===== config.mk =====
export PLATFORM = sky130hd
export DESIGN_NAME = msg_tx_scheduler
export DESIGN_NICKNAME = d
export VERILOG_FILES = /design/src/rtl/msg_tx_scheduler_pkg.sv /design/src/rtl/rr_arbiter.sv /design/src/rtl/msg_tx_scheduler.sv
export SDC_FILE = /design/constraint.sdc
export NUM_CORES = 1
export LEC_CHECK = 0
export CAP_MARGIN = 20
export CORE_ASPECT_RATIO = 1.5
export CORE_UTILIZATION = 30
export DETAILED_ROUTE_END_ITERATION = 12
export SETUP_SLACK_MARGIN = 0.4
export SYNTH_ARGS = -nofsm -noshare
export SYNTH_HDL_FRONTEND = slang
export SYNTH_HIERARCHICAL = 1
export SYNTH_SLANG_ARGS = --single-unit

===== constraint.sdc =====
create_clock -name clk -period 3.05 [get_ports clk]
set_input_delay 0.61 -clock clk [delete_from_list [all_inputs] [get_ports clk]]
set_output_delay 0.61 -clock clk [all_outputs]
set_load 0.01 [all_outputs]

===== src/rtl/msg_tx_scheduler_pkg.sv =====
// Shared FIX transmit definitions: host address width, scheduler states and
// outbound message-type codes.
`ifndef HOST_ADDR_WIDTH
`define HOST_ADDR_WIDTH 8
`endif

package msg_tx_scheduler_pkg;

    typedef enum logic [1:0] {
        ST_IDLE  = 2'd0,
        ST_ISSUE = 2'd1,
        ST_WAIT  = 2'd2,
        ST_GAP   = 2'd3
    } tx_state_t;

    localparam logic [3:0] MSG_INVALID    = 4'h0;
    localparam logic [3:0] MSG_LOGON      = 4'h1;
    localparam logic [3:0] MSG_HEARTBEAT  = 4'h2;
    localparam logic [3:0] MSG_TEST_REQ   = 4'h3;
    localparam logic [3:0] MSG_LOGOUT     = 4'h4;
    localparam logic [3:0] MSG_RESEND_REQ = 4'h5;

    function automatic logic msg_is_valid(input logic [3:0] t);
        return t != MSG_INVALID;
    endfunction

endpackage


===== src/rtl/rr_arbiter.sv =====
// Combinational round-robin arbiter: first set request after ptr, wrapping.
module rr_arbiter #(
    parameter int NREQ = 4,
    parameter int PW   = (NREQ > 1) ? $clog2(NREQ) : 1
) (
    input  logic [NREQ-1:0] req,
    input  logic [PW-1:0]   ptr,
    output logic [NREQ-1:0] grant,
    output logic [PW-1:0]   idx
);

    localparam int unsigned N = NREQ;

    always_comb begin
        logic        w_found;
        int unsigned w_pos;
        logic [PW-1:0] w_pos_idx;
        grant     = '0;
        idx       = '0;
        w_found   = 1'b0;
        w_pos     = 0;
        w_pos_idx = '0;
        // Walk ptr+1 .. ptr+N so the last winner gets lowest priority.
        for (int unsigned i = 1; i <= N; i++) begin
            w_pos     = (32'(ptr) + i) % N;
            w_pos_idx = PW'(w_pos);
            if (!w_found && req[w_pos_idx]) begin
                w_found          = 1'b1;
                idx              = w_pos_idx;
                grant[w_pos_idx] = 1'b1;
            end
        end
    end

endmodule


===== src/rtl/msg_tx_scheduler.sv =====
// Arbitrates outbound FIX message requests and sequences one message at a
// time through the create-message FSM with a per-message watchdog.
`ifndef HOST_ADDR_WIDTH
`define HOST_ADDR_WIDTH 8
`endif

module msg_tx_scheduler
    import msg_tx_scheduler_pkg::*;
#(
    parameter int NREQ    = 4,
    parameter int HW      = `HOST_ADDR_WIDTH,
    parameter int TIMEOUT = 1024
) (
    input  logic               clk,
    input  logic               rst,
    input  logic [NREQ-1:0]    req_i,
    input  logic [4*NREQ-1:0]  req_type_i,
    input  logic [HW*NREQ-1:0] req_host_i,
    input  logic               end_i,
    output logic [NREQ-1:0]    ack_o,
    output logic               start_o,
    output logic [3:0]         message_type_o,
    output logic [HW-1:0]      host_addr_o,
    output logic               busy_o,
    output logic               timeout_o
);

    localparam int PW = (NREQ > 1) ? $clog2(NREQ) : 1;
    localparam int CW = $clog2(TIMEOUT) + 1;
    localparam logic [CW-1:0] CNT_LAST = CW'(TIMEOUT - 1);
    localparam logic [CW-1:0] CNT_MAX  = '1;

    tx_state_t       r_state;
    tx_state_t       w_state_nxt;
    logic [PW-1:0]   r_ptr;
    logic [CW-1:0]   r_cnt;
    logic [NREQ-1:0] r_ack;
    logic            r_start;
    logic            r_busy;
    logic            r_timeout;
    logic [3:0]      r_msg_type;
    logic [HW-1:0]   r_host;

    logic [NREQ-1:0] w_grant;
    logic [PW-1:0]   w_idx;
    logic            w_any;
    logic [3:0]      w_sel_type;
    logic [HW-1:0]   w_sel_host;
    logic            w_expire;
    logic            w_load;
    logic [NREQ-1:0] w_ack_nxt;
    logic            w_start_nxt;
    logic            w_busy_nxt;
    logic            w_timeout_nxt;

    rr_arbiter #(
        .NREQ (NREQ),
        .PW   (PW)
    ) u_arb (
        .req   (req_i),
        .ptr   (r_ptr),
        .grant (w_grant),
        .idx   (w_idx)
    );

    assign w_any    = |req_i;
    assign w_expire = (r_cnt == CNT_LAST);

    always_comb begin
        w_sel_type = '0;
        w_sel_host = '0;
        for (int unsigned k = 0; k < NREQ; k++) begin
            w_sel_type |= req_type_i[4*k +: 4] & {4{w_grant[k]}};
            w_sel_host |= req_host_i[HW*k +: HW] & {HW{w_grant[k]}};
        end
    end

    always_ff @(posedge clk or negedge rst) begin
        if (!rst) r_state <= ST_IDLE;
        else      r_state <= w_state_nxt;
    end

    always_comb begin
        w_state_nxt = r_state;
        case (r_state)
            ST_IDLE:  if (w_any) w_state_nxt = msg_is_valid(w_sel_type) ? ST_ISSUE : ST_GAP;
            ST_ISSUE: w_state_nxt = ST_WAIT;
            ST_WAIT:  if (end_i || w_expire) w_state_nxt = ST_GAP;
            ST_GAP:   w_state_nxt = ST_IDLE;
            default:  w_state_nxt = ST_IDLE;
        endcase
    end

    // Outputs are computed one cycle early so every port comes from a flop.
    always_comb begin
        w_load        = (r_state == ST_IDLE) && w_any;
        w_ack_nxt     = w_load ? w_grant : '0;
        w_start_nxt   = (w_state_nxt == ST_ISSUE);
        w_busy_nxt    = (w_state_nxt != ST_IDLE);
        w_timeout_nxt = (r_state == ST_WAIT) && !end_i && w_expire;
    end

    always_ff @(posedge clk or negedge rst) begin
        if (!rst) begin
            r_ptr      <= PW'(NREQ - 1);
            r_cnt      <= '0;
            r_ack      <= '0;
            r_start    <= 1'b0;
            r_busy     <= 1'b0;
            r_timeout  <= 1'b0;
            r_msg_type <= '0;
            r_host     <= '0;
        end else begin
            r_ack     <= w_ack_nxt;
            r_start   <= w_start_nxt;
            r_busy    <= w_busy_nxt;
            r_timeout <= w_timeout_nxt;
            if (w_load) begin
                r_ptr      <= w_idx;
                r_msg_type <= w_sel_type;
                r_host     <= w_sel_host;
            end
            if (r_state == ST_ISSUE)
                r_cnt <= '0;
            else if (r_state == ST_WAIT && r_cnt != CNT_MAX)
                r_cnt <= r_cnt + 1'b1;
        end
    end

    assign ack_o          = r_ack;
    assign start_o        = r_start;
    assign busy_o         = r_busy;
    assign timeout_o      = r_timeout;
    assign message_type_o = r_msg_type;
    assign host_addr_o    = r_host;

endmodule

; After elaboration in Yosys (flattened, before gate mapping)
; Cells that the tools add are included.
[word_totals]
register_bits = 34
inputBits = 55
output_inout_bits = 19
word_cells = 100
[op_classes]
n_addsub = 5
order_cmp = 8
eq_ne = 6
n_mux = 34
bitwise = 17
n_reduce_logical = 21
[op_table]
columns = op, n
row1 = AND 8 bit, 4
row2 = bitwise OR 4 bit, 6
row3 = bitwise OR 8 bit, 3
row4 = 2-to-1 mux 11 bit, 2
row5 = 2-to-1 mux 4 bit, 5
row6 = AND 4 bit, 4
row7 = 2-to-1 mux 2 bit, 7
row8 = "< comparator 2 x 3 -> 1 bit, second input constant", 4
row9 = "adder 11 x 1 -> 11 bit, second input constant", 1
row10 = "== test 11 x 10 -> 1 bit, second input constant", 1
row11 = logical AND 1 bit, 11
row12 = 2-to-1 mux 1 bit, 11
row13 = "!= test 11 bit, second input constant", 1
row14 = binary-select mux 1 bit (select 2 bit), 4
row15 = demux 1 bit (select 2 bit), 4
row16 = ">= comparator 2 x 1 -> 1 bit, second input constant", 4
row17 = case mux 2 bit (4 select lines), 1
row18 = "adder 2 x 1 -> 2 bit, second input constant", 2
row19 = "adder 2 bit, second input constant", 2
row20 = "== test 2 x 1 -> 1 bit, second input constant", 2
row21 = "== test 2 bit, second input constant", 2
row22 = zero test 1 bit, 4
row23 = nonzero test 2 bit, 2
row24 = nonzero test 4 bit, 1
row25 = 3 further kinds, 3

; Logic depth before layout (Yosys ltp)
[logic_depth]
ltp_word = 22
ltp_mapped = 13
mapped_depth_nobuf = 10

; Cells and area by module
; The synthesis kept the hierarchy.
[modules_own_cells]
columns = module, n_inst, cells_each, area_each_um2, seq_area_each_um2
row1 = msg_tx_scheduler, 1, 168, 1736.7, 853.3
row2 = rr_arbiter, 1, 68, 545.5, 0.0

; Worst setup path before layout
; OpenSTA, ideal clock, no wires.
[synth_path]
path_kind = register to register
startpoint = register r_ptr[0]
endpoint = register r_start, in the netlist start_o
setup_ns = 0.130
t_arrival_ns = 2.912
required_ns = 2.920
slack_ns = 0.008
stages_incl_launch_ff = 14
path_buffers = 3
synth_period_minus_slack_ns = 3.042
cell_sequence = dfstp_2 -> buf_4 -> inv_1 -> ha_1 -> buf_4 -> mux4_2 -> nand2_1 -> o21ai_0 -> a221o_2 -> clkbuf_1 -> a22oi_1 -> nand2_1 -> o41ai_2 -> nor2_1
[synth_via]
elab_chain_cells = 22
word_cells_on_any_way = 60
cone_classes = add/sub (4) / order compare (8) / eq/ne (1) / mux (26) / bitwise (10) / reduce/logical (11)
[synth_rtl]
columns = element, line
row1 = from (decl), msg_tx_scheduler.sv:35  ; logic [PW-1:0] r_ptr;
row2 = from (signal assigned), msg_tx_scheduler.sv:105  ; r_ptr <= PW'(NREQ - 1);
row3 = from (signal assigned), msg_tx_scheduler.sv:119  ; r_ptr <= w_idx;
row4 = branches (longest 12 deep; another with < comparator 2 x 3 -> 1 bit), --
row5 = 2-to-1 mux 4 bit *, rr_arbiter.sv:27  ; if (!w_found && req[w_pos_idx]) begin
row6 = net w_grant[0], msg_tx_scheduler.sv:44  ; logic [NREQ-1:0] w_grant;
row7 = AND 4 bit *, msg_tx_scheduler.sv:73  ; w_sel_type |= req_type_i[4*k +: 4] & {4{w_grant[k]}};
row8 = bitwise OR 4 bit * (3 in a row), msg_tx_scheduler.sv:73
row9 = nonzero test 4 bit *, msg_tx_scheduler_pkg.sv:24  ; return t != MSG_INVALID;
row10 = 2-to-1 mux 2 bit * (2 in a row), msg_tx_scheduler.sv:86  ; ST_IDLE: if (w_any) w_state_nxt = msg_is_valid(w_sel_type) ? ST_ISSUE : ST_GAP;
row11 = case mux 2 bit (4 select lines) *, msg_tx_scheduler.sv:85  ; case (r_state)
row12 = net w_state_nxt[1], msg_tx_scheduler.sv:34  ; tx_state_t w_state_nxt;
row13 = == test 2 x 1 -> 1 bit *, msg_tx_scheduler.sv:98  ; w_start_nxt = (w_state_nxt == ST_ISSUE);
row14 = net w_start_nxt, msg_tx_scheduler.sv:52  ; logic w_start_nxt;
row15 = to (signal assigned), msg_tx_scheduler.sv:115  ; r_start <= w_start_nxt;
row16 = to (decl), msg_tx_scheduler.sv:38  ; logic r_start;
; Mark *: on every way through the listed nets, which the timed path passes. The select of a mux whose other input is x is not followed.
; A chain may end at the register's enable or synchronous reset.

; Worst setup path in the final report
; Same ends and word-level chain as after synthesis.

==> flow_summary.html <==
<table>
<tr><th>Metric</th><th>Value</th></tr>
<tr><th colspan="2">Outcome</th></tr>
<tr><td>Result of the run</td><td>finished clean</td></tr>
<tr><th colspan="2">CTS</th></tr>
<tr><td>Post-CTS clock slew at the launch and capture registers of the worst setup and hold paths</td><td>around 0.070 ns</td></tr>
<tr><td>Clock net sink count</td><td>34</td></tr>
<tr><td>Cell at the root of the clock tree</td><td>sky130_fd_sc_hd__clkbuf_8</td></tr>
<tr><td>Clock Path Buffers</td><td>2</td></tr>
<tr><td>Clock insertion delay at the later pin of the skew report</td><td>just under 0.3 ns</td></tr>
<tr><td>Number of clock buffers inserted by TritonCTS</td><td>5</td></tr>
<tr><td>Maximum level of the CTS H-tree</td><td>2</td></tr>
<tr><td>CTS tree</td><td>yes</td></tr>
<tr><th colspan="2">Synthesis</th></tr>
<tr><td>Synthesized net count</td><td>303</td></tr>
<tr><td>Fraction of registers with async set/reset</td><td>1.00</td></tr>
<tr><td>Library cells used by synthesis</td><td>56</td></tr>
<tr><td>Sequential-to-total area share from yosys stat</td><td>0.374</td></tr>
<tr><td>Dominant register cell in the synthesized netlist</td><td>sky130_fd_sc_hd__dfrtp_1</td></tr>
<tr><td>Register bit count reported by yosys</td><td>34</td></tr>
<tr><td>Total number of yosys warnings</td><td>6</td></tr>
<tr><td>Post-Syn Area per Cell</td><td>9.67 um^2</td></tr>
<tr><td>Number of flops mapped to enable cells by yosys</td><td>0</td></tr>
<tr><td>Cell area after technology mapping</td><td>2280 um^2</td></tr>
<tr><td>Synthesized instance count</td><td>~240</td></tr>
<tr><th colspan="2">Layout</th></tr>
<tr><td>Share of post-route cells with drive strength above 1</td><td>0.230</td></tr>
<tr><td>Post-route non-filler standard cell count</td><td>around 440</td></tr>
<tr><td>Top library cells by usage in the layout, fill and taps aside</td><td>sky130_fd_sc_hd__clkdlybuf4s50_1 (69), sky130_fd_sc_hd__buf_4 (33), sky130_fd_sc_hd__dfrtp_1 (32), sky130_fd_sc_hd__nor2_1 (26), sky130_fd_sc_hd__a22oi_1 (20)</td></tr>
<tr><td>Synth-to-layout area growth</td><td>54.0%</td></tr>
<tr><td>Count of filler cells inserted in the layout</td><td>around 680</td></tr>
<tr><td>Summed area of non-filler cells in the final layout</td><td>about 3500 um^2</td></tr>
<tr><td>Most common library cell in the layout ignoring fill and taps</td><td>sky130_fd_sc_hd__clkdlybuf4s50_1</td></tr>
<tr><td>Diode count</td><td>0</td></tr>
<tr><td>Total number of nets in the final design</td><td>approximately 410</td></tr>
<tr><th colspan="2">Floorplan</th></tr>
<tr><td>Initial Util</td><td>0.314</td></tr>
<tr><td>Placement row count</td><td>38</td></tr>
<tr><td>Die area</td><td>between 7000 and 8000 um^2</td></tr>
<tr><td>Boundary pin count</td><td>74</td></tr>
<tr><td>Core area</td><td>7270 um^2</td></tr>
<tr><td>Horizontal extent of the die</td><td>73.2 um</td></tr>
<tr><td>Overall die height</td><td>between 100 and 150 um</td></tr>
<tr><th colspan="2">Flow run</th></tr>
<tr><td>Max-cap violations</td><td>0</td></tr>
<tr><th colspan="2">Timing</th></tr>
<tr><td>RSZ-0062 raised after global routing</td><td>yes</td></tr>
<tr><td>Number of failing setup endpoints in the final timing report</td><td>0</td></tr>
<tr><td>Period minus WS final</td><td>around 2.7 ns</td></tr>
<tr><td>Rel. slew slack</td><td>0.707</td></tr>
<tr><td>Peak Freq</td><td>approximately 370 MHz</td></tr>
<tr><td>Crit share post-route</td><td>0.895</td></tr>
<tr><td>Post-route worst setup slack</td><td>roughly 0.32 ns</td></tr>
<tr><td>Transition time at the pin with the least slew margin</td><td>~0.44 ns</td></tr>
<tr><td>Worst Skew</td><td>approximately 0.0077 ns</td></tr>
<tr><td>Max-slew violation total from the final report</td><td>0</td></tr>
<tr><td>Number of hold-slack violations in the final timing report</td><td>0</td></tr>
<tr><th colspan="2">Place</th></tr>
<tr><td>Number of buffers added on ports</td><td>73</td></tr>
<tr><td>Placement Setup Slack</td><td>-0.0793 ns</td></tr>
<tr><td>DP Cell Count</td><td>between 400 and 500</td></tr>
<tr><td>Gpl congestion</td><td>approximately 0.86</td></tr>
<tr><td>Post-place instance area</td><td>3300 um^2</td></tr>
<tr><td>Half-perimeter wire length after placement</td><td>between 4000 and 5000 um</td></tr>
<tr><th colspan="2">Drt</th></tr>
<tr><td>Final wirelength</td><td>about 6400 um</td></tr>
<tr><td>Mean routed wirelength per cell</td><td>14.6 um</td></tr>
<tr><td>Drt pass-1 iters</td><td>4</td></tr>
<tr><td>1st-iter DRT viols</td><td>between 90 and 100</td></tr>
<tr><td>Vias after detailed routing</td><td>2223</td></tr>
<tr><td>Post-DR vias/cell</td><td>5.06</td></tr>
<tr><td>Post-detailed-route count of antenna-violating nets</td><td>0</td></tr>
<tr><td>Post-route DRC</td><td>0</td></tr>
<tr><th colspan="2">Setup path</th></tr>
<tr><td>Critical Path Most Common Cell</td><td>sky130_fd_sc_hd__nand2_1</td></tr>
<tr><td>Highest-delay cell along the critical path</td><td>sky130_fd_sc_hd__dfstp_2</td></tr>
<tr><td>Buffers &amp; Inverters on Critical Path</td><td>1</td></tr>
<tr><td>Worst Setup Path Type</td><td>flop to flop</td></tr>
<tr><td>Largest stage delay on the critical path</td><td>between 0.6 and 0.7 ns</td></tr>
<tr><td>Endpoint class of the critical path</td><td>flop</td></tr>
<tr><td>Crit path DAT</td><td>roughly 2.9 ns</td></tr>
<tr><td>Endpoint required time on the critical path</td><td>around 3.2 ns</td></tr>
<tr><td>Dominant delay contributor by cell family on the critical path</td><td>compound AO/OA/AOI/OAI gates</td></tr>
<tr><td>Maximum fanout along the worst path</td><td>5</td></tr>
<tr><td>Element type at the critical path start</td><td>flop</td></tr>
<tr><td>Cells traversed along the worst timing path</td><td>inv_6 &gt; ha_4 &gt; mux4_2 &gt; nand2_1 &gt; o21ai_0 &gt; a221o_2 &gt; a22oi_2 &gt; nand2_1 &gt; o41ai_2 &gt; nor2_1</td></tr>
<tr><th colspan="2">Power</th></tr>
<tr><td>Seq pwr share</td><td>0.211</td></tr>
<tr><td>Total chip power</td><td>roughly 3.4 mW</td></tr>
<tr><td>Share of power burned in the clock network</td><td>0.119</td></tr>
<tr><td>Combinational power share</td><td>0.669</td></tr>
<tr><td>Switching part of the total power</td><td>0.405</td></tr>
<tr><td>Peak ir drop on the vdd network</td><td>about 0.00092 V</td></tr>
<tr><td>Power density cells</td><td>around 1000 nW/um^2</td></tr>
<tr><td>Internal Dissipation</td><td>a little over 2 mW</td></tr>
<tr><td>LEAKAGE</td><td>roughly 1.5 nW</td></tr>
<tr><td>NetSw</td><td>~1.4 mW</td></tr>
<tr><th colspan="2">GRT</th></tr>
<tr><td>Overall routing resource usage</td><td>0.167</td></tr>
<tr><td>Antenna violations before repair</td><td>0</td></tr>
<tr><td>Largest net degree at the start of global routing</td><td>35</td></tr>
<tr><td>First-pass GRT wire length</td><td>slightly above 10000 um</td></tr>
<tr><td>Aggregate global routing overflow</td><td>0</td></tr>
<tr><td>Via count of the first global-routing pass</td><td>2140</td></tr>
<tr><th colspan="2">Worst hold path</th></tr>
<tr><td>Min-Delay Path Class</td><td>flop to flop</td></tr>
</table>
## cell families (layout without fill, tap and decap cells)
kind of cell | after synthesis | in the layout | synth area share
AO/OA/AOI/OAI | 72 | 72 | 0.245
XOR/XNOR | 7 | 7 | 0.0269
adder cells (fa/ha/maj) | 12 | 12 | 0.0658
buffers and inverters | 23 | 126 | 0.0537
flip-flops | 34 | 34 | 0.374
multiplexers | 8 | 8 | 0.0499
AND/OR/NAND/NOR | 80 | 80 | 0.185
## power by group through the flow
stage / combinational [mW] / clock (mW) / sequential [mW]
global placement: 2.07 / 0 / 0.742
finish: 2.29 / 0.407 / 0.722
floorplan: 1.31 / 0 / 0.799
CTS: 2.20 / 0.420 / 0.725
global route: 2.52 / 0.437 / 0.742
detailed placement: 2.08 / 0 / 0.741
## per-stage QoR
stage	hold WS, ns	TNS (ns)	util
after detailed placement	0.489	-0.0793	0.453
after global placement	0.498	-0.0394	0.453
final	0.499	0	0.483
after floorplan	0.314	0	-
after CTS	0.510	0	0.477
after global routing	0.519	0	0.483
## final timing paths
check                                          to         startpoint  slack, ns  cells after the start
worst max-delay path                      start_o           r_ptr[0]       0.32                     10
worst min-delay path            message_type_o[2]  message_type_o[2]       0.50                      1
worst max register to register            start_o           r_ptr[0]       0.32                     10
worst min register to register  message_type_o[2]  message_type_o[2]       0.50                      1
max in group asynchronous                r_ptr[0]                rst       1.98                      2
min in group asynchronous          host_addr_o[3]                rst       0.72                      2
## synth_stat cells (all sizes together), types with 2 or more instances
master	instances	area, um^2
dfrtp	32	801
a221oi	2	23.8
a221o	4	45.0
xor2	2	17.5
nand4	6	50.0
mux2i	2	20.0
nor2	26	97.6
nand2	17	63.8
dfstp	2	52.6
mux2	4	48.8
inv	9	33.8
mux4	2	45.0
and2	5	32.5
a21oi	4	20.0
buf	8	66.3
a31oi	13	81.3
and3	2	13.8
a22oi	27	203
ha	12	150
nor3b	2	15.0
nor3	3	15.0
o21ai	8	40.0
and4	3	28.8
xnor2	5	43.8
nor2b	5	31.3
o211ai	2	15.0
clkbuf	6	22.5
a211oi	3	32.5
nand3	4	20.0
## metal layers
layer | global-route usage | up-vias | wire (um)
li1 | - | 1088 | -
met1 | 0.201 | 1074 | 2600
met2 | 0.287 | 48 | 3390
met3 | 0.0305 | 13 | 225
met4 | 0.0700 | 0 | 169
met5 | 0 | - | 0
## flip-flops by register name, summed over array words and instances (netlist names)
signal / flops
host_addr_o: 8
r_ptr: 2
message_type_o: 4
start_o: 1
busy_o: 1
r_state: 2
timeout_o: 1
r_cnt: 11
ack_o: 4
## what timing repair did
| action | in CTS | in global routing |
|---|---|---|
| resized for setup | 7 | 10 |
| buffers inserted | 7 | 1 |
| hold buffers | 0 | 0 |
| pin swaps | 9 | 9 |
| endpoints found under the setup margin | 12 | 13 |
| gates cloned | 0 | 0 |
## layout make-up
class	instances	area, um^2	area share
multi-input combinational	179	1380	0.393
clock buffer	5	68.8	0.0196
timing repair buffer	109	1010	0.287
inverter	9	38.8	0.0110
clock inverter	3	40.0	0.0114
tap	100	125	0.0356
sequential	34	853	0.243
## worst reg2reg max path: stages (launching register included)
cell and delay, ns:
sky130_fd_sc_hd__dfstp_2 0.62, sky130_fd_sc_hd__inv_6 0.07, sky130_fd_sc_hd__ha_4 0.27, sky130_fd_sc_hd__mux4_2 0.36, sky130_fd_sc_hd__nand2_1 0.11, sky130_fd_sc_hd__o21ai_0 0.08, sky130_fd_sc_hd__a221o_2 0.36, sky130_fd_sc_hd__a22oi_2 0.19
sky130_fd_sc_hd__nand2_1 0.09, sky130_fd_sc_hd__o41ai_2 0.38, sky130_fd_sc_hd__nor2_1 0.07
No activity file was read; power rests on OpenSTA's default activity.
